==> config.mk <==
export PLATFORM = sky130hd
export DESIGN_NAME = pc_sequencer
export DESIGN_NICKNAME = d
export VERILOG_FILES = /design/src/rtl/pc_seq_pkg.sv /design/src/rtl/pc_sequencer_return_stack.sv /design/src/rtl/pc_sequencer.sv
export SDC_FILE = /design/constraint.sdc
export NUM_CORES = 1
export LEC_CHECK = 0
export CORE_UTILIZATION = 30
export DETAILED_ROUTE_END_ITERATION = 10
export GPL_TIMING_DRIVEN = 0
export PLACE_DENSITY = 0.54
export SYNTH_ARGS = -nofsm -noshare
export SYNTH_HDL_FRONTEND = slang
export SYNTH_SLANG_ARGS = --single-unit
==> constraint.sdc <==
create_clock -name Clock -period 3.3 [get_ports Clock]
set_input_delay 0.495 -clock Clock [delete_from_list [all_inputs] [get_ports Clock]]
set_output_delay 0.495 -clock Clock [all_outputs]
set_load 0.1 [all_outputs]
==> src/rtl/pc_seq_pkg.sv <==
// Shared types and constants for the program-counter sequencer.
// Stack guarding is selected by the PC_STACK_GUARD_EN macro.
package pc_seq_pkg;

    typedef enum logic [2:0] {
        PC_INC    = 3'd0,
        PC_HOLD   = 3'd1,
        PC_JUMP   = 3'd2,
        PC_BRANCH = 3'd3,
        PC_CALL   = 3'd4,
        PC_RET    = 3'd5
    } pc_op_t;

    localparam logic [63:0] PC_RESET_VALUE = '0;

endpackage

==> src/rtl/pc_sequencer_return_stack.sv <==
// Circular return-address stack (LIFO).
// PC_STACK_GUARD_EN blocks push when full and pop when empty.
module return_stack
    import pc_seq_pkg::*;
#(
    parameter int WIDTH = 16,
    parameter int DEPTH = 8
) (
    input  logic                     Clock,
    input  logic                     Reset,
    input  logic                     Push,
    input  logic                     Pop,
    input  logic [WIDTH-1:0]         PushData,
    output logic [WIDTH-1:0]         TopData,
    output logic [$clog2(DEPTH):0]   Level,
    output logic                     Full,
    output logic                     Empty
);

    localparam int AW = $clog2(DEPTH);
    localparam int LW = AW + 1;

    logic [WIDTH-1:0] mem [DEPTH];
    logic [AW-1:0]    ptr;
    logic [AW-1:0]    rd_ptr;
    logic             do_push;
    logic             do_pop;

    assign Full   = (Level == LW'(DEPTH));
    assign Empty  = (Level == '0);
    assign rd_ptr = ptr - AW'(1);
    assign TopData = mem[rd_ptr];

`ifdef PC_STACK_GUARD_EN
    assign do_push = Push & ~Full;
    assign do_pop  = Pop & ~Empty;
`else
    assign do_push = Push;
    assign do_pop  = Pop;
`endif

    always_ff @(posedge Clock) begin
        if (do_push) begin
            mem[ptr] <= PushData;
        end
    end

    // ptr always names the next free slot; wrapping overwrites the oldest
    always_ff @(posedge Clock) begin
        if (Reset) begin
            ptr   <= '0;
            Level <= '0;
        end else if (do_push) begin
            ptr <= ptr + AW'(1);
            if (!Full) begin
                Level <= Level + LW'(1);
            end
        end else if (do_pop) begin
            ptr <= rd_ptr;
            if (!Empty) begin
                Level <= Level - LW'(1);
            end
        end
    end

endmodule

==> src/rtl/pc_sequencer.sv <==
// Program-counter sequencer with return-address stack.
// Define PC_STACK_GUARD_EN for overflow/underflow protection and Fault.
module pc_sequencer
    import pc_seq_pkg::*;
#(
    parameter int WIDTH        = 16,
    parameter int OFFSET_WIDTH = 9,
    parameter int STACK_DEPTH  = 8
) (
    input  logic                          Clock,
    input  logic                          Reset,
    input  pc_op_t                        Op,
    input  logic [WIDTH-1:0]              LoadValue,
    input  logic [OFFSET_WIDTH-1:0]       Offset,
    output logic [WIDTH-1:0]              CounterValue,
    output logic [$clog2(STACK_DEPTH):0]  StackLevel,
    output logic                          Fault
);

    logic [WIDTH-1:0] pc_d;
    logic [WIDTH-1:0] pc_inc;
    logic [WIDTH-1:0] offset_ext;
    logic [WIDTH-1:0] top_data;
    logic             push;
    logic             pop;
    logic             fault_set;
    logic             full;
    logic             empty;

    assign pc_inc     = CounterValue + WIDTH'(1);
    assign offset_ext = {{(WIDTH-OFFSET_WIDTH){Offset[OFFSET_WIDTH-1]}}, Offset};

    always_comb begin
        pc_d      = CounterValue;
        push      = 1'b0;
        pop       = 1'b0;
        fault_set = 1'b0;
        unique case (Op)
            PC_INC:    pc_d = pc_inc;
            PC_HOLD:   pc_d = CounterValue;
            PC_JUMP:   pc_d = LoadValue;
            PC_BRANCH: pc_d = CounterValue + offset_ext;
            PC_CALL: begin
`ifdef PC_STACK_GUARD_EN
                if (full) begin
                    fault_set = 1'b1;
                end else begin
                    push = 1'b1;
                    pc_d = LoadValue;
                end
`else
                push = 1'b1;
                pc_d = LoadValue;
`endif
            end
            PC_RET: begin
`ifdef PC_STACK_GUARD_EN
                if (empty) begin
                    fault_set = 1'b1;
                end else begin
                    pop  = 1'b1;
                    pc_d = top_data;
                end
`else
                pop  = 1'b1;
                pc_d = top_data;
`endif
            end
            default:   pc_d = CounterValue;
        endcase
    end

    always_ff @(posedge Clock) begin
        if (Reset) begin
            CounterValue <= WIDTH'(PC_RESET_VALUE);
        end else begin
            CounterValue <= pc_d;
        end
    end

`ifdef PC_STACK_GUARD_EN
    always_ff @(posedge Clock) begin
        if (Reset) begin
            Fault <= 1'b0;
        end else if (fault_set) begin
            Fault <= 1'b1;
        end
    end
`else
    logic unused_flags;
    assign unused_flags = full ^ empty ^ fault_set;
    assign Fault = 1'b0;
`endif

    return_stack #(
        .WIDTH (WIDTH),
        .DEPTH (STACK_DEPTH)
    ) u_stack (
        .Clock    (Clock),
        .Reset    (Reset),
        .Push     (push),
        .Pop      (pop),
        .PushData (pc_inc),
        .TopData  (top_data),
        .Level    (StackLevel),
        .Full     (full),
        .Empty    (empty)
    );

endmodule
==> metrics.csv, run 1 <==
metric;value;unit
DRC violation count after routing;0;
Avg Vias per Cell;5.16;
post-synth top area cell;edfxtp_1;
syn_area_per_cell;13.4;µm²
Syn-to-layout area delta;21.6;%
fmax;0.326;GHz
Die ar.;0.0248;mm²
Syn Std Cell Area;0.00726;mm²
clock buffer depth;2;
Buf/Inv on CP;4;
Placement Cell Area;0.00828;mm²
hold-critical path endpoint;u_stack.Level[1];
R2R Setup Slk;230;ps
Worst-path clk slew;70;ps
Initial DRC Count;482;
Met3 Wirelength;799;µm
Total Wirelength;19.9;mm
Die Ht;158;µm
Leak;2.92;nW
top sig layer;met4;
grt ovf;0;
clock latency on the worst-skew pair;420;ps
Final setup viols;0;
Max Cap Violations;0;
initial core utilization;0.308;
final hold violation count;0;
GP Congestion;0.915;
io pins;51;
Root Driver;clkbuf_16;
worst path cell trace;buf_2 -> buf_4 -> inv_1 -> ha_1 -> clkbuf_4 -> mux4_2 -> a22oi_1 -> a21oi_1 -> o21ai_0 -> nand3_1;
Hold Path Stages;2;
via count;4893;
top_reg_cell synth;edfxtp_1;
most frequent cells in the layout;edfxtp_1, clkdlybuf4s50_1, a21oi_1;
cts bufs inserted;17;
Critical Path Max Stage Delay;460;ps
DP HPWL;14.6;mm
IO buf count;48;
Rows;56;
worst clock skew;12.2;ps
clock sinks;151;
gr usage total;0.169;
worst slew margin relative to its limit;0.326;
Async SR Flop Fraction;0;
Overall Power;4.95;mW
worst r2r src;u_stack.ptr[0];
Wirelength per Cell;21.0;µm
Post-synth EDFFs;128;
worst-path maximum fanout;10;
YS warnings;0;
R2R depth;10;
initial antenna violation count;0;
max-slew violation total from the final report;0;
most common cell after layout, fill and taps aside;edfxtp_1;
Worst-Margin Slew;1010;ps
Layout Nets;668;
Mapped Nets;595;
vias in the first global route;5039;
register area share after synthesis;0.593;
fin crit share;0.931;
RSZ-0062 raised after global routing;no;
core footprint;0.0236;mm²
minimum clock period;3070;ps
Final Instance Area;0.00883;mm²
PwrDens;561;mW/mm²
Cell variety after synth;55;
largest net degree at the start of global routing;17;
Setup CP Type;flop to flop;
htree depth;4;
setup bufs post-CTS;0;
met2 wire length;10.1;mm
critical path required time;3590;ps
first-pass GRT wire length;30.1;mm
crit path capture type;flop;
status;finished, final reports clean;
reg2reg end;CounterValue[14];
Die Wd;158;µm
#FFs+latches synth;151;
CP startpoint kind;flop;
Post-Synthesis Cells;543;
Crit path arrival time;3360;ps
first drt pass iteration count;5;
startpoint of the worst hold path;u_stack.Level[1];
post-synth top area share;0.529;
worst hold path type;flop to flop;
WL met1;8.62;mm
crit-path leading delay family;buffers and inverters;
post-route ant nets;0;
CTS tree;built;
share of post-route cells with drive strength above 1;0.162;
diode count;0;
Area contributors post-synth;edfxtp_1, mux4_2, dfxtp_1;
worst vdd ir;0.336;mV
CP max-delay cell;ha_1;
-- area by class of cell --
class / count / area (µm²)
inverters: 13 / 48.8
well taps: 319 / 399
fillers: 2254 / 14800
clock buffers: 17 / 425
plain buffers: 25 / 123
flip-flops and latches: 151 / 4300
clock inverters: 15 / 120
multi-input cells: 352 / 2820
repair buffers: 56 / 589
-- registers in the layout (all words and copies together), names as in the netlist --
signal,flops
CounterValue,16
u_stack.Level,4
u_stack.mem,128
u_stack.ptr,3
-- how the worst max path moves through the flow --
stage	slack [ps]	to	cells past startpoint	from
6_report	230	CounterValue[14]	10	u_stack.ptr[0]
5_1_grt	2	CounterValue[14]	10	u_stack.ptr[0]
4_1_cts	70	CounterValue[14]	11	u_stack.ptr[0]
2_1_floorplan	410	CounterValue[11]	7	CounterValue[4]
3_5_place_dp	-360	CounterValue[14]	11	u_stack.ptr[0]
3_3_place_gp	-1410	u_stack.mem[1][9]	7	Op[1]
-- Yosys cell counts (2+ instances only) --
master,n
edfxtp_1,128
a21oi_1,44
nor2_1,39
nand2_1,34
mux4_2,32
dfxtp_1,23
xnor2_1,21
ha_1,20
o21ai_0,19
a22oi_1,14
clkbuf_1,13
nand3_1,13
inv_1,12
nor3_1,12
buf_2,10
xor2_1,10
a31oi_1,9
a21o_1,8
nor2b_1,7
o21a_1,7
a211oi_1,6
and3_1,4
mux2i_1,4
o22ai_1,4
a221oi_1,3
and2_1,3
nand4_1,3
a221o_1,2
a222oi_1,2
a311o_1,2
buf_1,2
fa_1,2
nand2b_1,2
nand3b_1,2
o211ai_1,2
o221ai_1,2
o31ai_1,2
or2_2,2
or3_1,2
or4_4,2
-- metrics by stage --
stage                     utilization  instances  worst slack, ps  TNS (ps)  hold slack, ps
final                           0.374        948              229         0             570
after global placement          0.345        910            -1410   -107650             524
after global routing            0.374        948             2.50         0             595
after floorplan                     -        543              407         0             529
after CTS                       0.374        950             67.8         0             572
after detailed placement        0.350        918             -357     -6090             552
-- cell families (layout without fill, tap and decap cells) --
| logic type | Yosys count | in the layout | share of synthesized area |
|---|---|---|---|
| other | 1 | 1 | 0.000516 |
| xor gates and xnor gates | 31 | 31 | 0.0374 |
| AOI/OAI and AO/OA | 130 | 130 | 0.114 |
| adders and majority gates | 23 | 23 | 0.0414 |
| and+or+nand+nor | 131 | 131 | 0.0863 |
| muxes | 36 | 36 | 0.105 |
| buffers and inverters | 40 | 126 | 0.0231 |
| DFF | 151 | 151 | 0.593 |
-- tightest hold or removal path: stages (launching register included) --
cell	delay, ps
dfxtp_1	370
nand2_1	90
a21oi_1	60
-- power by group --
group	internal, mW	switching, mW
registers	2.15	0.0638
logic	0.332	0.620
clock network	0.975	0.812
total	3.45	1.50
-- what timing repair did --
action / 4_1_cts / 5_1_grt
hold buffers: 0 / 0
gates resized for setup: 6 / 1
endpoints found under the setup margin: 16 / 5
-- metal layers --
layer,vias up,GRT usage
li1,2267,-
met3,17,0.0356
met5,-,0
met1,2474,0.209
met4,0,0.0546
met2,135,0.294
Note: power is estimated with default switching activity, not from simulation.
==> inputs of run 2 (changes only) <==
- ABC_CLOCK_PERIOD_IN_PS: not set -> 3300
- CORE_UTILIZATION: 30 -> 53
- DONT_BUFFER_PORTS: not set -> 1
- PLACE_DENSITY: 0.54 -> 0.76
==> run 2 against run 1 <==
Compared with the run above:
- register-to-register slack got worse by 100 ps
- clock skew is 3.9 ps lower
- first-iteration DRC count is 28% higher
- cell count down 20%
- sequential power rose by 9%
- total power is 2.5% higher
- die area shrank 43%
- global-route usage grew 10 points
- flip-flop and latch count is the same
- hold slack got worse by 290 ps
- non-clock buffer count is 46 lower
- combinational power is 30% lower
==> metrics.csv, run 2 (synthesis gave the netlist of run 1 again) <==
metric;value;unit
diode count;0;
initial antenna violation count;0;
IO buf count;0;
minimum clock period;3170;ps
clock latency on the worst-skew pair;410;ps
max reg flops;128;
gr usage total;0.269;
CP max-delay cell;dfxtp_1;
# fillers;925;
worst clock skew;8.38;ps
Final Instance Area;0.00830;mm²
largest net degree at the start of global routing;17;
Leak;2.81;nW
Crit path arrival time;3290;ps
R2R Setup Slk;130;ps
DRC violation count after routing;0;
grt ovf;0;
crit path capture type;flop;
Total Wirelength;18.3;mm
area of the multi-input gates;0.00282;mm²
clock buffer depth;2;
worst slew margin relative to its limit;0.169;
Rows;42;
final hold violation count;0;
PwrDens;611;mW/mm²
share of post-route cells with drive strength above 1;0.190;
cts bufs inserted;17;
initial core utilization;0.546;
CP startpoint kind;flop;
Die Ht;119;µm
Avg Vias per Cell;6.58;
Fin Hold WS;282;ps
first drt pass iteration count;7;
htree depth;4;
vias in the first global route;4914;
worst path cell trace;nand3_1 -> or2_2 -> or3_2 -> xnor2_1;
Initial DRC Count;615;
CTS Hold Bufs;0;
CTS tree;built;
Max Cap Violations;0;
fin cells;759;
fmax;0.315;GHz
RSZ-0062 raised after global routing;no;
worst-path maximum fanout;8;
flip-flop and latch area;0.00432;mm²
Critical Path Max Stage Delay;1060;ps
max-slew violation total from the final report;0;
Wirelength per Cell;24.1;µm
critical path required time;3420;ps
Layout Nets;622;
clock sinks;151;
Worst-Margin Slew;1240;ps
fin crit share;0.961;
Biggest register;u_stack.mem;
Root Driver;clkbuf_16;
crit-path leading delay family;simple AND/OR/NAND/NOR gates;
first-pass GRT wire length;27.9;mm
via count;4991;
Die ar.;0.0142;mm²
Placement Cell Area;0.00767;mm²
status;finished, final reports clean;
Worst-path clk slew;60;ps
io pins;51;
worst hold path type;primary input to flop;
most common cell after layout, fill and taps aside;edfxtp_1;
Buf/Inv on CP;0;
Setup CP Type;flop to flop;
GP Congestion;0.934;
core footprint;0.0133;mm²
Final setup viols;0;
Die Wd;119;µm
DP HPWL;12.5;mm
most frequent cells in the layout;edfxtp_1, a21oi_1, nand2_1;
dpl cells;728;
post-layout util;0.625;
largest registers;u_stack.mem: 128 flops, CounterValue: 16 flops, u_stack.Level: 4 flops;
Syn-to-layout area delta;14.4;%
setup bufs post-CTS;0;
post-route ant nets;0;
worst vdd ir;0.423;mV
-- run 2: cell types whose count changed in the layout (fill, tap and decap cells not counted), moves of 3 or more --
cell,previous run,this run
clkdlybuf4s50_1,48,0
dfxtp_1,23,14
dfxtp_2,0,9
bufinv_16,0,4
clkinvlp_4,6,2
buf_16,0,3
clkinv_2,1,4
-- run 2: routing by layer --
layer  wire length (µm)  global-route usage  up-vias
li1                   -                   -     2164
met3               1680              0.0670       42
met2               8990               0.439      266
met5                  0                   0        -
met1               7190               0.349     2519
met4                420              0.0965        0
-- run 2: worst paths after layout --
| path | from | end | cells after the start |
|---|---|---|---|
| max | CounterValue[5] | u_stack.mem[4][13] | 4 |
| min | LoadValue[12] | CounterValue[12] | 2 |
| max reg2reg | CounterValue[5] | u_stack.mem[4][13] | 4 |
| min reg2reg | u_stack.ptr[1] | u_stack.ptr[1] | 2 |
-- run 2: power breakdown --
group          total (mW)  internal (mW)  switching [mW]  leakage, nW
Clock                2.00           1.26           0.738        0.293
Sequential           2.41           2.15           0.261         1.36
Combinational       0.666          0.264           0.402         1.15
-- run 2: final cells by class --
cell class | count | area share
Multi-Input combinational cell | 352 | 0.340
Inverter | 13 | 0.00588
Buffer | 26 | 0.0149
Timing Repair Buffer | 9 | 0.0199
Clock buffer | 18 | 0.0517
Tap cell | 176 | 0.0265
Sequential cell | 151 | 0.520
Clock inverter | 14 | 0.0218
-- run 2: metrics by stage --
stage,TNS (ps),worst slack (ps),power (mW)
after floorplan,0,407,2.91
after global placement,-30440,-790,3.06
after detailed placement,-1380,-241,3.09
after CTS,0,47.7,5.07
after global routing,0,27.0,5.22
final,0,128,5.07
-- run 2: what timing repair did --
item                       CTS  global route
hold endpoints to repair     0             0
gates resized for setup      6            10
setup endpoints to repair   21            25
